--- src/rtl/id_stage_fwd_pkg.sv ---
// Shared decode constants for the forwarding ID stage: opcodes, functs,
// ALU operation / result-select encodings and common enable/zero values.
package id_stage_fwd_pkg;

    localparam logic [5:0] OP_SPECIAL = 6'b000000;
    localparam logic [5:0] OP_ANDI    = 6'b001100;
    localparam logic [5:0] OP_ORI     = 6'b001101;
    localparam logic [5:0] OP_XORI    = 6'b001110;
    localparam logic [5:0] OP_LUI     = 6'b001111;

    localparam logic [5:0] FUNCT_NOP  = 6'b000000;
    localparam logic [5:0] FUNCT_AND  = 6'b100100;
    localparam logic [5:0] FUNCT_OR   = 6'b100101;
    localparam logic [5:0] FUNCT_XOR  = 6'b100110;
    localparam logic [5:0] FUNCT_NOR  = 6'b100111;

    typedef enum logic [7:0] {
        EXE_NOP_OP = 8'h00,
        EXE_AND_OP = 8'h24,
        EXE_OR_OP  = 8'h25,
        EXE_XOR_OP = 8'h26,
        EXE_NOR_OP = 8'h27
    } aluop_e;

    typedef enum logic [2:0] {
        EXE_RES_NOP   = 3'b000,
        EXE_RES_LOGIC = 3'b001
    } alusel_e;

    localparam logic        ENABLE    = 1'b1;
    localparam logic        DISABLE   = 1'b0;
    localparam logic [31:0] ZERO_WORD = 32'h0000_0000;

endpackage

--- src/rtl/id_stage_fwd_operand_mux.sv ---
// Selects one source operand: immediate, hard-wired zero, the youngest
// matching forwarded result, or the regfile read data.
module id_stage_fwd_operand_mux
    import id_stage_fwd_pkg::*;
#(
    parameter int DW      = 32,
    parameter int AW      = 5,
    parameter int NUM_FWD = 2
) (
    input  logic                  ren_i,
    input  logic [AW-1:0]         raddr_i,
    input  logic [DW-1:0]         rdata_i,
    input  logic [DW-1:0]         imm_i,
    input  logic [NUM_FWD-1:0]    fwd_we_i,
    input  logic [NUM_FWD*AW-1:0] fwd_waddr_i,
    input  logic [NUM_FWD*DW-1:0] fwd_wdata_i,
    output logic [DW-1:0]         operand_o
);

    always_comb begin
        // NOTE: default first so every path assigns operand_o and no latch is inferred.
        operand_o = rdata_i;
        // Walk from the oldest source down so the youngest match overrides.
        for (int k = NUM_FWD - 1; k >= 0; k--) begin
            if (fwd_we_i[k] && (fwd_waddr_i[k*AW +: AW] == raddr_i)) begin
                operand_o = fwd_wdata_i[k*DW +: DW];
            end
        end
        if (raddr_i == '0) operand_o = '0;
        if (!ren_i)        operand_o = imm_i;
    end

endmodule

--- src/rtl/id_stage_fwd.sv ---
// MIPS32 logic-subset decode stage with operand forwarding, load-use stall
// and a valid/ready ID/EX output register.
module id_stage_fwd
    import id_stage_fwd_pkg::*;
#(
    parameter int DW      = 32,
    parameter int AW      = 5,
    parameter int NUM_FWD = 2
) (
    input  logic                  clk,
    input  logic                  rst_n,
    input  logic                  flush_i,
    input  logic                  in_valid_i,
    output logic                  in_ready_o,
    input  logic [31:0]           pc_i,
    input  logic [31:0]           inst_i,
    output logic                  re1_o,
    output logic                  re2_o,
    output logic [AW-1:0]         raddr1_o,
    output logic [AW-1:0]         raddr2_o,
    input  logic [DW-1:0]         rdata1_i,
    input  logic [DW-1:0]         rdata2_i,
    input  logic [NUM_FWD-1:0]    fwd_we_i,
    input  logic [NUM_FWD*AW-1:0] fwd_waddr_i,
    input  logic [NUM_FWD*DW-1:0] fwd_wdata_i,
    input  logic                  ex_is_load_i,
    output logic                  out_valid_o,
    input  logic                  out_ready_i,
    output logic [31:0]           out_pc_o,
    output logic                  we_o,
    output logic [AW-1:0]         waddr_o,
    output logic [7:0]            aluop_o,
    output logic [2:0]            alusel_o,
    output logic [DW-1:0]         data1_o,
    output logic [DW-1:0]         data2_o,
    output logic                  invalid_o
);

    logic [5:0]    op, funct;
    logic          dec_we, dec_invalid;
    logic [AW-1:0] dec_waddr;
    aluop_e        dec_aluop;
    alusel_e       dec_alusel;
    logic [DW-1:0] dec_imm, op1, op2;
    logic          unused_shamt;

    assign op           = inst_i[31:26];
    assign funct        = inst_i[5:0];
    assign raddr1_o     = AW'(inst_i[25:21]);
    assign raddr2_o     = AW'(inst_i[20:16]);
    assign unused_shamt = ^inst_i[10:6];

    always_comb begin
        re1_o       = DISABLE;
        re2_o       = DISABLE;
        dec_we      = DISABLE;
        dec_invalid = ENABLE;
        dec_waddr   = AW'(inst_i[15:11]);
        dec_aluop   = EXE_NOP_OP;
        dec_alusel  = EXE_RES_NOP;
        dec_imm     = '0;
        unique case (op)
            OP_ORI, OP_ANDI, OP_XORI: begin
                re1_o       = ENABLE;
                dec_we      = ENABLE;
                dec_invalid = DISABLE;
                dec_waddr   = raddr2_o;
                dec_imm     = DW'(inst_i[15:0]);
                dec_alusel  = EXE_RES_LOGIC;
                dec_aluop   = (op == OP_ORI)  ? EXE_OR_OP  :
                              (op == OP_ANDI) ? EXE_AND_OP : EXE_XOR_OP;
            end
            OP_LUI: begin
                dec_we      = ENABLE;
                dec_invalid = DISABLE;
                dec_waddr   = raddr2_o;
                dec_imm     = DW'({inst_i[15:0], 16'h0000});
                dec_aluop   = EXE_OR_OP;
                dec_alusel  = EXE_RES_LOGIC;
            end
            OP_SPECIAL: begin
                if (funct == FUNCT_NOP) begin
                    dec_invalid = DISABLE;
                end else if (funct inside {FUNCT_AND, FUNCT_OR, FUNCT_XOR, FUNCT_NOR}) begin
                    re1_o       = ENABLE;
                    re2_o       = ENABLE;
                    dec_we      = ENABLE;
                    dec_invalid = DISABLE;
                    dec_alusel  = EXE_RES_LOGIC;
                    dec_aluop   = (funct == FUNCT_AND) ? EXE_AND_OP :
                                  (funct == FUNCT_OR)  ? EXE_OR_OP  :
                                  (funct == FUNCT_XOR) ? EXE_XOR_OP : EXE_NOR_OP;
                end
            end
            default: ;
        endcase
    end

    id_stage_fwd_operand_mux #(.DW(DW), .AW(AW), .NUM_FWD(NUM_FWD)) u_mux1 (
        .ren_i(re1_o), .raddr_i(raddr1_o), .rdata_i(rdata1_i), .imm_i(dec_imm),
        .fwd_we_i(fwd_we_i), .fwd_waddr_i(fwd_waddr_i), .fwd_wdata_i(fwd_wdata_i),
        .operand_o(op1)
    );

    id_stage_fwd_operand_mux #(.DW(DW), .AW(AW), .NUM_FWD(NUM_FWD)) u_mux2 (
        .ren_i(re2_o), .raddr_i(raddr2_o), .rdata_i(rdata2_i), .imm_i(dec_imm),
        .fwd_we_i(fwd_we_i), .fwd_waddr_i(fwd_waddr_i), .fwd_wdata_i(fwd_wdata_i),
        .operand_o(op2)
    );

    // A load in EX has no data yet; stall if either live read port needs it.
    logic [AW-1:0] ex_waddr;
    logic          hazard, load_en, fire;

    assign ex_waddr   = fwd_waddr_i[AW-1:0];
    assign hazard     = in_valid_i && fwd_we_i[0] && ex_is_load_i &&
                        ((re1_o && raddr1_o == ex_waddr && raddr1_o != '0) ||
                         (re2_o && raddr2_o == ex_waddr && raddr2_o != '0));
    assign load_en    = out_ready_i || !out_valid_o;
    assign in_ready_o = load_en && !hazard && !flush_i;
    assign fire       = in_valid_i && in_ready_o;

    logic          valid_q, valid_d, we_q, we_d, invalid_q, invalid_d;
    logic [31:0]   pc_q, pc_d;
    logic [AW-1:0] waddr_q, waddr_d;
    logic [7:0]    aluop_q, aluop_d;
    logic [2:0]    alusel_q, alusel_d;
    logic [DW-1:0] data1_q, data1_d, data2_q, data2_d;

    always_comb begin
        valid_d   = valid_q;
        we_d      = we_q;
        invalid_d = invalid_q;
        pc_d      = pc_q;
        waddr_d   = waddr_q;
        aluop_d   = aluop_q;
        alusel_d  = alusel_q;
        data1_d   = data1_q;
        data2_d   = data2_q;
        if (flush_i) begin
            valid_d = 1'b0;
            we_d    = 1'b0;
        end else if (fire) begin
            valid_d   = 1'b1;
            we_d      = dec_we;
            invalid_d = dec_invalid;
            pc_d      = pc_i;
            waddr_d   = dec_waddr;
            aluop_d   = dec_aluop;
            alusel_d  = dec_alusel;
            data1_d   = op1;
            data2_d   = op2;
        end else if (load_en) begin
            valid_d = 1'b0;
            we_d    = 1'b0;
            aluop_d = EXE_NOP_OP;
        end
    end

    // NOTE: sequential state uses non-blocking assignments so all registers update together.
    always_ff @(posedge clk or negedge rst_n) begin
        if (!rst_n) begin
            valid_q   <= 1'b0;
            we_q      <= 1'b0;
            invalid_q <= 1'b0;
            pc_q      <= ZERO_WORD;
            waddr_q   <= '0;
            aluop_q   <= EXE_NOP_OP;
            alusel_q  <= EXE_RES_NOP;
            data1_q   <= '0;
            data2_q   <= '0;
        end else begin
            valid_q   <= valid_d;
            we_q      <= we_d;
            invalid_q <= invalid_d;
            pc_q      <= pc_d;
            waddr_q   <= waddr_d;
            aluop_q   <= aluop_d;
            alusel_q  <= alusel_d;
            data1_q   <= data1_d;
            data2_q   <= data2_d;
        end
    end

    assign out_valid_o = valid_q;
    assign we_o        = we_q;
    assign invalid_o   = invalid_q;
    assign out_pc_o    = pc_q;
    assign waddr_o     = waddr_q;
    assign aluop_o     = aluop_q;
    assign alusel_o    = alusel_q;
    assign data1_o     = data1_q;
    assign data2_o     = data2_q;

endmodule

--- config.mk ---
export PLATFORM = sky130hd
export DESIGN_NAME = id_stage_fwd
export DESIGN_NICKNAME = d
export VERILOG_FILES = /design/src/rtl/id_stage_fwd_pkg.sv /design/src/rtl/id_stage_fwd_operand_mux.sv /design/src/rtl/id_stage_fwd.sv
export SDC_FILE = /design/constraint.sdc
export NUM_CORES = 1
export LEC_CHECK = 0
export CAP_MARGIN = 30
export CORE_UTILIZATION = 47
export DETAILED_ROUTE_END_ITERATION = 12
export GPL_ROUTABILITY_DRIVEN = 0
export PLACE_DENSITY = 0.88
export SYNTH_ARGS = -nofsm -noshare
export SYNTH_HDL_FRONTEND = slang
export SYNTH_SLANG_ARGS = --single-unit
--- constraint.sdc ---
create_clock -name clk -period 5.7 [get_ports clk]
set_input_delay 0.57 -clock clk [delete_from_list [all_inputs] [get_ports clk]]
set_output_delay 0.57 -clock clk [all_outputs]
set_load 0.005 [all_outputs]
==> summary by stage <==
Yosys
During synthesis, Yosys emitted a total of 0 warnings. The synthesized area is 7689 sq um. In this run, synthesis produced a sequential element count of 108. The number of distinct library cells after synthesis is 51. The area share of the largest cell type after synthesis is 0.3515. The most repeated cell in the gate-level netlist after synthesis is dfrtp_1. After synthesis, the cell types taking the most area are dfrtp_1 (35%), a21boi_0 (6.2%), a2bb2oi_1 (5.5%), mux2_2 (5.1%), nand3b_1 (4.7%). The fraction of the yosys area taken by sequential cells is 0.3515. Counting instances in the post-synthesis netlist gives the leading cell types as dfrtp_1 (108), clkbuf_1 (72), a21boi_0 (64). Summed over all instances, the cell type with the most area after synthesis is dfrtp_1. Each instance of the synthesized netlist takes up on average 10.21 sq um. The share of synthesized registers carrying an async set or reset is 1.000. The most used flip-flop cell after synthesis is dfrtp_1. The synthesized instance count is 753. The number of enable-type register cells in the synthesized netlist is 0.

Critical path
The worst path required time is 5130 ps. Together, buffers and inverters on the worst path number 2. The cell depth of the worst setup path is 6. In this run the critical register-to-register path is launched from out_valid_o. The launching element type of the critical path is an input pin. The largest single stage delay on the critical path is 790 ps. The biggest fanout along the worst timing path is 41. In this run the register-to-register setup slack is 3250 ps. The class of the most critical setup path is in2out. The depth of the worst register-to-register path is 6. The family with the most delay on the worst path is buffers and inverters. The worst setup path startpoint is inst_i[26]. Counting stages on the worst path, the most repeated cell is clkdlybuf4s50_1.

Walking the worst path, the cells encountered are clkdlybuf4s50_1 -> nor4_4 -> and3_1 -> o21a_2 -> a211oi_1 -> clkdlybuf4s50_1. The critical path endpoint category is an output port. The arrival time at the worst endpoint is 3690 ps. The cell with the largest stage delay on the worst path is clkdlybuf4s50_1. The most critical setup path has its endpoint at in_ready_o. The reg-to-reg critical path endpoint is waddr_o[1].

Global routing
The first global-routing pass estimated 44.39 mm of wire. The number of global-route vias before repair was 7888. After global routing the overflow that remains totals 0. The initial antenna violation count is 0. The largest net degree at the start of global routing is 65.

The met3 usage is 0.07954. For met2 alone, demand over resource in global routing was 0.5659. For this run, the total global-route usage over all layers was measured as 0.3482. In this run the most used layer during global routing was met2. The global routing met1 resource utilization is 0.4482.

Route
The via count normalized by instance count is 6.375. After detailed routing, the total wire length is 29.62 mm. The number of violations reported at the end of detailed-routing iteration 0 is 846. The first-pass detailed-route iteration total is 5. In this run the remaining antenna-violating nets after routing total 0. The total via count in the routed design is 7911. The routed wirelength normalized by instance count is 23.87 microns.

The post-detailed-route DRC marker count is 0.

Pwr
In this run the power density over the cells is 207.9 nW/um^2. Overall power consumption after layout is estimated at 2364 uW. Of the total power, combinational logic draws 0.327. The cell-internal power is 1681 uW.

The analysis attributes to cell leakage a power of 0.004552 uW. The share of total power dissipated in sequential elements is 0.398. The clock power share is 0.275.

The share of total power consumed by net switching is 0.2889. For this design the total switching power over the nets is 682.9 uW. The maximum resistive drop on vdd is 0.0001333 V.

Floorplanning
The die extent in x is 129.9 microns. The die is 129.9 microns tall. The die covers 16870 sq um. The initial utilization of the core area, before any placement, comes to 0.4823. The core footprint is 15940 sq um.

In this run the core area contains 46 standard-cell rows. During I/O placement, the number of pins put on the boundary was 338.

Final layout
The final design area excluding fillers is 11370 sq um. The share of final-layout standard cells stronger than drive strength 1 is 0.1112. The share of the core filled with cells in the final layout is 0.7131. The fill cell total of the finished layout is 1227. The number of antenna diodes in the final layout is 0. The layout overhead on the synthesized area is 47.86%. Once layout is complete, the cells apart from fillers number 1241. The number of nets in the finished design is 1231.

CTS
The number of buffers added by the clock tree synthesis step is 9. The clock latency on the worst-skew pair is 350 ps. The H-tree was split into 3 levels. Clock-pin slew was measured on the worst setup and hold paths at 80 ps.

In this run the clock root is driven by a clkbuf_16. After clock tree synthesis, the setup repair step added 0 buffers. No sink is reached through more buffers than the 2 on the longest clock path.

The TritonCTS clock tree is built. In this run, post-CTS repair resized a total of 0 instances. Counting every sink on the clock net gives 108. The hold buffer count at cts is 0.

Timing
The fmax is 234.8 MHz. The count of final setup violators is 0. The final count of hold timing violations is 0.

The measured slew at the worst slew-check pin is 1143 ps. The relative slew slack is 0.2184. Setup repair after global routing left no endpoint under its margin. The total count of max-transition violations in the final report is 0. Between clock sinks in the finished design, the worst skew comes to 7.054 ps. Of the available clock period, the critical path in the final layout requires 0.7473. For the final routed database, the setup TNS stands at 0 ps.

The final critical path time including I/O delays and setup is 4260 ps.

Placed design
The number of cells in the design after placement is 1224. The half-perimeter wire length after placement is 21.53 mm. The standard cell area after detailed placement is 11040 sq um.

The count of buffers added on input and output ports is 331.

Min path
The min-delay analysis places its worst path in the category in2async.

Outcome
The flow ran to the end, and the final reports show no timing, DRC or antenna violations.

Job
Across the run, the number of max-cap violations was 0.
power groups by stage:
stage                     Sequential [uW]  Clock, uW  Combinational [uW]
after floorplan                       943          0                 276
after global placement                947          0                 747
after detailed placement              945          0                 765
after CTS                             937        658                 767
after global routing                  950        690                 814
final                                 940        651                 773
cells in the final DEF, fill, tap and decap left out, types with 5 or more instances in the layout:
cell type        synthesis  routed
conb_1                   1       6
o31ai_1                 16      16
nor2_1                   5       5
nand3_1                 16      16
and4_1                  32      32
o21ai_0                  5       5
o311ai_0                32      32
xor2_1                  18      18
nor3b_1                 17      16
nand2_1                 22      22
dfrtp_1                108     108
a2bb2oi_1               48      48
a21boi_0                64      64
clkdlybuf4s50_1          0     330
and2_1                   5       6
nand3b_1                48      48
clkbuf_16                0       9
buf_4                   17      27
and3_1                  35      35
mux2_2                  35      35
o311a_1                 16      16
a41o_1                  16      16
a2111oi_0               32      29
mux2_4                  20      20
a211oi_1                17      17
how the worst min path moves through the flow:
stage,start,end,cells after the start
6_report,rst_n,out_pc_o[1],1
5_1_grt,rst_n,out_pc_o[1],1
4_1_cts,rst_n,out_pc_o[1],1
3_5_place_dp,data1_o[1],data1_o[1],1
3_3_place_gp,data1_o[2],data1_o[2],1
2_1_floorplan,rst_n,aluop_o[0],0
sequential cells by signal, summed over array words and instances (netlist names):
register,flops
invalid_o,1
we_o,1
data1_o,32
waddr_o,5
alusel_o,1
out_pc_o,32
aluop_o,3
out_valid_o,1
data2_o,32
layer usage:
layer / routed length, microns / up-vias
met3: 2556 / 86
met1: 11880 / 3833
li1: - / 3512
met5: 0 / -
met2: 14060 / 480
met4: 1123 / 0
logic make-up after synthesis:
logic type / count (synthesis) / share of synthesized area
buffers and inverters: 113 / 0.06949
AND/OR/NAND/NOR: 197 / 0.1779
XOR/XNOR: 21 / 0.02392
flip-flops: 108 / 0.3515
AO/OA/AOI/OAI: 253 / 0.2793
other: 1 / 0.0004877
multiplexers: 60 / 0.09748
final cells by class:
class                   count  area (sq um)  share of cell area
multi-input cells         537          4524              0.3980
repair buffers            362          3561              0.3132
flip-flops and latches    108          2703              0.2377
well taps                 216         270.3             0.02377
clock buffers               9         225.2             0.01981
clock inverters             6         73.82            0.006494
inverters                   3         11.26           0.0009905
metrics by stage:
| step | setup slack, ps | hold WS [ps] |
|---|---|---|
| CTS | 1546 | 274.7 |
| finish | 1440 | 253.6 |
| global placement | 1376 | 468.6 |
| detailed placement | 1260 | 479.0 |
| floorplan | 2988 | 274.4 |
| global route | 1296 | 307.0 |
(Power assumes the default switching activity.)
